==> config.mk <==
export PLATFORM = sky130hd
export DESIGN_NAME = pipeline_ctrl
export DESIGN_NICKNAME = d
export VERILOG_FILES = /design/src/rtl/pipeline_ctrl.sv
export SDC_FILE = /design/constraint.sdc
export NUM_CORES = 1
export LEC_CHECK = 0
export ABC_AREA = 1
export ABC_CLOCK_PERIOD_IN_PS = 1730
export BUFFER_PORTS_ARGS = -buffer_cell sky130_fd_sc_hd__buf_2
export CAP_MARGIN = 20
export CELL_PAD_IN_SITES_DETAIL_PLACEMENT = 1
export CELL_PAD_IN_SITES_GLOBAL_PLACEMENT = 2
export CORE_UTILIZATION = 28
export DETAILED_ROUTE_END_ITERATION = 7
export PLACE_DENSITY_LB_ADDON = 0.1
export SETUP_SLACK_MARGIN = 0.5
export SLEW_MARGIN = 40
export SYNTH_ARGS = -nofsm -noshare
export SYNTH_HDL_FRONTEND = slang
export SYNTH_SLANG_ARGS = --single-unit
==> constraint.sdc <==
create_clock -name i_clk -period 1.73 [get_ports i_clk]
set_input_delay 0.2595 -clock i_clk [delete_from_list [all_inputs] [get_ports i_clk]]
set_output_delay 0.2595 -clock i_clk [all_outputs]
set_load 0.02 [all_outputs]
==> src/rtl/pipeline_ctrl.sv <==
// Five-stage pipeline sequencer: run/step arbitration, load-use stall, branch flush,
// and HALT drain with completion handshake to the debug unit.
module pipeline_ctrl #(
  parameter int unsigned RBITS = 5,
  parameter int unsigned CBITS = 32,
  parameter int unsigned DRAIN = 3
) (
  input  logic             i_clk,
  input  logic             i_rst,
  input  logic             i_run,
  input  logic             i_step,
  input  logic             i_halt_instr,
  input  logic [RBITS-1:0] ID_rs,
  input  logic [RBITS-1:0] ID_rt,
  input  logic [RBITS-1:0] EX_rt,
  input  logic             EX_memread,
  input  logic             i_branch_taken,
  output logic             o_pc_en,
  output logic             o_ifid_en,
  output logic             o_ifid_flush,
  output logic             o_idex_bubble,
  output logic             o_pipe_en,
  output logic [2:0]       o_state,
  output logic             o_done,
  output logic [CBITS-1:0] o_cycles
);

  localparam int unsigned DW = $clog2(DRAIN + 1);

  typedef enum logic [2:0] {
    S_IDLE  = 3'd0,
    S_RUN   = 3'd1,
    S_STEP  = 3'd2,
    S_DRAIN = 3'd3,
    S_DONE  = 3'd4
  } state_t;

  state_t          state;
  logic [DW-1:0]   drain_cnt;
  logic            step_q;
  logic            active;
  logic            lu;
  logic            br;
  logic            hl;

  // Hazard terms; only meaningful while instructions are advancing.
  always_comb begin
    active = (state == S_RUN) || (state == S_STEP);
    lu     = active && EX_memread && (EX_rt != '0) &&
             ((EX_rt == ID_rs) || (EX_rt == ID_rt));
    br     = active && i_branch_taken && !lu;
    hl     = active && i_halt_instr && !lu;
  end

  // Per-cycle stage controls; everything is held low while reset is asserted.
  always_comb begin
    o_pc_en       = 1'b0;
    o_ifid_en     = 1'b0;
    o_ifid_flush  = 1'b0;
    o_idex_bubble = 1'b0;
    o_pipe_en     = 1'b0;
    o_done        = 1'b0;
    if (!i_rst) begin
      case (state)
        S_RUN, S_STEP: begin
          o_pipe_en = 1'b1;
          if (lu) begin
            o_idex_bubble = 1'b1;
          end else if (hl) begin
            // HALT is turned into a NOP as it moves into ID/EX.
            o_ifid_en    = 1'b1;
            o_ifid_flush = 1'b1;
          end else begin
            o_pc_en      = 1'b1;
            o_ifid_en    = 1'b1;
            o_ifid_flush = br;
          end
        end
        S_DRAIN: begin
          o_idex_bubble = 1'b1;
          o_pipe_en     = 1'b1;
        end
        S_DONE:  o_done = 1'b1;
        default: ;
      endcase
    end
  end

  assign o_state = state;

  always_ff @(posedge i_clk) begin
    if (i_rst) begin
      state     <= S_IDLE;
      drain_cnt <= '0;
      step_q    <= 1'b0;
      o_cycles  <= '0;
    end else begin
      step_q <= i_step;
      if (o_pipe_en && (o_cycles != '1)) o_cycles <= o_cycles + CBITS'(1);
      case (state)
        S_IDLE: begin
          if (i_run)                 state <= S_RUN;
          else if (i_step && !step_q) state <= S_STEP;
        end
        S_RUN: begin
          if (hl) begin
            state     <= S_DRAIN;
            drain_cnt <= DW'(DRAIN);
          end else if (!i_run) begin
            state <= S_IDLE;
          end
        end
        S_STEP: begin
          if (hl) begin
            state     <= S_DRAIN;
            drain_cnt <= DW'(DRAIN);
          end else begin
            state <= S_IDLE;
          end
        end
        S_DRAIN: begin
          drain_cnt <= drain_cnt - DW'(1);
          if (drain_cnt == DW'(1)) state <= S_DONE;
        end
        S_DONE:  state <= S_DONE;
        default: state <= S_IDLE;
      endcase
    end
  end

endmodule

; Yosys cells after proc, flatten, opt, wreduce, memory -nomap -nowiden
; Cells that the tools add are included.
[word_totals]
ff_bits = 38
in_bits = 22
out_inout_bits = 41
elab_cells = 65
[op_classes]
addsub = 2
eq_ne = 12
mux = 27
reduce_logical = 20
[ops]
columns = op, count
row1 = $add 32x1->32 const B, 1
row2 = $ne 32x32->1 const B, 1
row3 = $mux 1, 17
row4 = $mux 3, 5
row5 = $pmux 3 s5, 1
row6 = $eq 5x5->1, 2
row7 = $logic_and 1x1->1, 9
row8 = $eq 3x2->1 const B, 2
row9 = $ne 3x3->1 const B, 2
row10 = $reduce_bool 5->1, 1
row11 = $mux 2, 2
row12 = $pmux 2 s2, 1
row13 = $eq 3x1->1 const B, 1
row14 = $eq 3x3->1 const B, 1
row15 = $logic_not 3->1, 1
row16 = $reduce_and 3->1, 1
row17 = $reduce_or 3->1, 1
row18 = $eq 2x1->1 const B, 1
row19 = $logic_not 1->1, 2
row20 = $logic_or 1x1->1, 2
row21 = $ne 2x1->1 const B, 1
row22 = $ne 2x2->1 const B, 1
row23 = $pmux 1 s2, 1
row24 = $reduce_and 2->1, 1
row25 = other kinds (3), 3

; Logic depth before layout (Yosys ltp)
[depth]
word_depth = 11
mapped_depth = 12
ltp_nobuf = 11

; Least setup slack after synthesis
; No wires, ideal clock.
[synth_path]
kind = register to register
start = reg state[1], in the netlist o_state[1]
end = reg o_cycles[8]
setup_time_ns = 0.118
arrival_time_ns = 1.579
required_time_ns = 1.612
setup_slack_ns = 0.033
stages_incl_launch_ff = 7
n_path_buf = 1
period_less_slack_ns = 1.697
cell_sequence = dfxtp_1 nor2_1 nor3_2 nand2_4 buf_8 nor3_1 nor2_1
[synth_via]
elab_chain_cells = 5
word_cells_on_any_way = 7
cone_classes = eq/ne (3) / mux (2) / reduce/logical (2)
[synth_rtl]
columns = item, line_no
row1 = "start, declared", 38  ; state_t state;
row2 = "start signal, assigned", 93  ; state <= S_IDLE;
row3 = "start signal, assigned", 102  ; if (i_run) state <= S_RUN;
row4 = "start signal, assigned", 103  ; else if (i_step && !step_q) state <= S_STEP;
row5 = $eq 3x1->1 / $eq 3x2->1 (equally long branches), 64  ; case (state)
row6 = $reduce_or 3->1 (no line) (*), -
row7 = $mux 1 (*), 64
row8 = $mux 1 (*), 63  ; if (!i_rst) begin
row9 = via o_pipe_en, 22  ; output logic o_pipe_en,
row10 = $logic_and 1x1->1 (*), 99  ; if (o_pipe_en && (o_cycles != '1)) o_cycles <= o_cycles + CBITS'(1);
row11 = "end signal, assigned", 99
row12 = "end, declared", 25  ; output logic [CBITS-1:0] o_cycles
; The timed path passes the listed nets; every way through them passes the cells marked *.
; A chain may end at the register's enable or synchronous reset.

; Final worst setup path
[layout_path]
start = reg o_cycles[9]
end = reg o_cycles[23]
[layout_via]
elab_chain_cells = 2
word_cells_on_any_way = 3
cone_classes = add/sub (1) / eq/ne (1) / reduce/logical (1)
[layout_rtl]
columns = item
row1 = "parallel branches: the longest is 2 deep, another holds $add 32x1->32"
; Several ways; the timed one is not identified.

==> results.md <==
- Final Hold Vio Count: 0
- Hpwl dp: 6.83 mm
- Predominant post-synthesis flop cell: dfxtp_1
- Sequential area share after synthesis: 0.294
- Placed cell count: 598
- Post-Syn Area: 2590 sq um
- Worst vdd ir: 0.000312 V
- Distinct cells, synth: 34
- Setup slack at placement: 36.6 ps
- # rows: 34
- Placed cell area: 3310 sq um
- Final max-slew violation count: 0
- Vias in the first global route: 3346
- Share of cells above drive strength 1: 0.649
- Worst Hold Class: in -> reg
- Setup TNS: -846 ps
- Pwr Total: 3.97 mW
- Nets: 592
- Post-route cell area: 5000 sq um
- Worst slew pin tran: 494 ps
- Synthesis-to-layout area growth: 92.9%
- Post-Route WL: 11.7 mm
- Clock latency on the worst-skew pair: 310 ps
- Number of CTS-inserted buffers: 5
- Slew headroom: 0.671
- DRC viols: 3
- Post-route insts no fill: 677
- Die height: 98.2 microns
- I/O Buffers: 62
- Clk pin slew, worst setup/hold paths: 90 ps
- Cells after Synth: 421
- Routed Antenna Nets: 0
- Unrepaired setup endpoints after global routing: yes
- Drt wl/cell: 17.3 microns
- N_diodes: 0
- # fillers: 1051
- Iter 0 DRT Violations: 74
- Crit. End Element: register
- Die Width: 98.2 microns
- Clock Root Buffer: clkbuf_8
- Crit path max-delay cell type: dfxtp_4
- Number of synthesized flops with an enable pin: 0
- Via count: 3360
- Fin Hold WS: 178 ps
- Crit path buf inv count: 3
- GR Overflow Total: 0
- CP required: 1910 ps
- Crit path time final: 1800 ps
- Setup WS post-layout: -67.8 ps
- Setup Skew: 9.60 ps
- Final Util: 0.565
- Outcome: complete, but fails checks
- First-pass DRT Iterations: 8
- PwrDens: 794 nW/um^2
- WS Path Type: reg -> reg
- I/O Pins: 63
- Maxcap violations: 0
- H-tree depth: 2
- Fraction of registers with async set/reset: 0
- Vias per Instance: 4.96
- Largest net degree at the start of global routing: 30
- Starting density of the core: 0.293
- Die area: 9640 sq um
- Initial antenna violation count: 0
- GP Congestion: 0.821
- Crit Path Max Fanout: 7
- Startpoint Class: register
- Cells along the critical path: nand2_1 -> nor2_2 -> nand2_2 -> inv_2 -> nand3_4 -> nand2_8 -> buf_12 -> inv_16 -> nand2_4 -> a21oi_2
- Endpoints failing setup: 23
- Yosys warnings: 0
- Critical path's largest stage delay: 400 ps
- Crit-path leading delay family: simple AND/OR/NAND/NOR gates
- Worst EP arrival: 1980 ps
- Fmax: 556 MHz
- Core area: 8850 sq um
- Clock sink total: 38
- Synthesized net count: 445
- CTS tree: built
- CTS Buffer Depth: 2
- Failing checks: design-rule violations, negative setup slack
- Yosys reg bits: 38
- Avg Inst Size Synth: 6.15 sq um
- Leak pwr: 2.46 nW
- Final Cycle Share: 1.04
- Global-route usage over all layers: 0.220
- Wire length of the first global-routing pass: 16.7 mm
-- state kept, by name, indices dropped and copies added (netlist names) --
| name | count |
|---|---|
| o_cycles | 32 |
| o_state | 3 |
| drain_cnt | 2 |
| step_q | 1 |
-- synth_stat cells, types with 2 or more instances --
| cell type | instances | area [sq um] |
|---|---|---|
| o21ai_1 | 3 | 15.0 |
| nor3_2 | 3 | 30.0 |
| inv_2 | 3 | 11.3 |
| buf_8 | 3 | 45.0 |
| nand3_1 | 16 | 80.1 |
| inv_1 | 46 | 173 |
| nand3_2 | 2 | 20.0 |
| ha_1 | 2 | 25.0 |
| o21bai_1 | 2 | 15.0 |
| a21oi_1 | 22 | 110 |
| nand2_1 | 143 | 537 |
| nor2_2 | 2 | 12.5 |
| a21oi_2 | 4 | 35.0 |
| nand3b_1 | 3 | 22.5 |
| dfxtp_1 | 38 | 761 |
| nor2_1 | 61 | 229 |
| buf_6 | 2 | 22.5 |
| o21ai_0 | 6 | 30.0 |
| nand2_2 | 3 | 18.8 |
| xor2_1 | 10 | 87.6 |
| xnor2_1 | 8 | 70.1 |
| nor3_1 | 14 | 70.1 |
| nand4_1 | 11 | 68.8 |
| clkbuf_1 | 4 | 15.0 |
-- worst register-to-register path, cell delays in order (launching register included) --
cell,delay (ps)
dfxtp_4,400
nand2_1,140
nor2_2,250
nand2_2,110
inv_2,100
nand3_4,150
nand2_8,200
buf_12,150
inv_16,50
nand2_4,70
a21oi_2,50
-- metal layers --
| layer | vias to the layer above | wire [microns] | part of all wire | GRT usage |
|---|---|---|---|---|
| li1 | 1623 | - | - | - |
| met1 | 1647 | 4980 | 0.42 | 0.282 |
| met2 | 69 | 6090 | 0.52 | 0.392 |
| met3 | 21 | 438 | 0.037 | 0.0301 |
| met4 | 0 | 237 | 0.020 | 0.0471 |
| met5 | - | 0 | 0 | 0 |
-- area by class of cell --
class | count | area [sq um] | share of cell area
multi-input cells | 324 | 2410 | 0.481
repair buffers | 146 | 1190 | 0.239
flip-flops and latches | 38 | 876 | 0.175
inverters | 50 | 219 | 0.0438
well taps | 108 | 135 | 0.0270
clock buffers | 8 | 111 | 0.0223
repair inverters | 3 | 56.3 | 0.0113
-- placed cells by master, fill, tap and decap left out, types with 6 or more instances in the layout --
cell / synthesis / routed
nand2_1: 143 / 76
nor2_4: 0 / 15
nor3_4: 1 / 8
nand2_2: 3 / 37
dfxtp_4: 0 / 29
clkbuf_8: 0 / 6
nor3_2: 3 / 6
nor2_1: 61 / 37
a21oi_2: 4 / 23
nand3_1: 16 / 10
nand4_1: 11 / 11
buf_4: 0 / 67
buf_2: 1 / 42
nor2_2: 2 / 11
nand2_4: 1 / 33
xnor2_1: 8 / 6
inv_4: 0 / 6
inv_1: 46 / 34
o21ai_2: 0 / 7
buf_6: 2 / 30
inv_2: 3 / 9
-- path summary, 6_finish.rpt --
path	start	endpoint	slack, ps	cells after the start
hold / removal	i_step	step_q$_SDFF_PP0_	180	3
hold reg to reg	drain_cnt[1]$_SDFFE_PP0P_	drain_cnt[1]$_SDFFE_PP0P_	470	2
setup / recovery	o_cycles[9]$_SDFFE_PP0P_	o_cycles[23]$_SDFFE_PP0P_	-70	10
setup reg to reg	o_cycles[9]$_SDFFE_PP0P_	o_cycles[23]$_SDFFE_PP0P_	-70	10
-- where the power goes --
group	total, mW	switching (mW)	internal, mW
combinational	2.16	1.22	0.945
clock	0.781	0.368	0.413
sequential	1.03	0.102	0.924
total	3.97	1.69	2.28
-- timing repair --
| item | CTS | global route |
|---|---|---|
| gates cloned | 5 | 0 |
| hold buffers | 0 | 0 |
| gates resized for setup | 167 | 104 |
| pin swaps | 61 | 47 |
| buffers inserted | 36 | 30 |
| setup endpoints to repair | 43 | 54 |
| endpoints found under the hold margin | 0 | 0 |
-- logic make-up after synthesis --
logic type / after synthesis / share of synthesized area
AO/OA/AOI/OAI: 38 / 0.0821
XOR/XNOR: 18 / 0.0608
adder cells (fa/ha/maj): 2 / 0.00966
buffers and inverters: 60 / 0.108
flip-flops: 38 / 0.294
AND/OR/NAND/NOR: 265 / 0.446
Power figures use the tool's default switching activity.
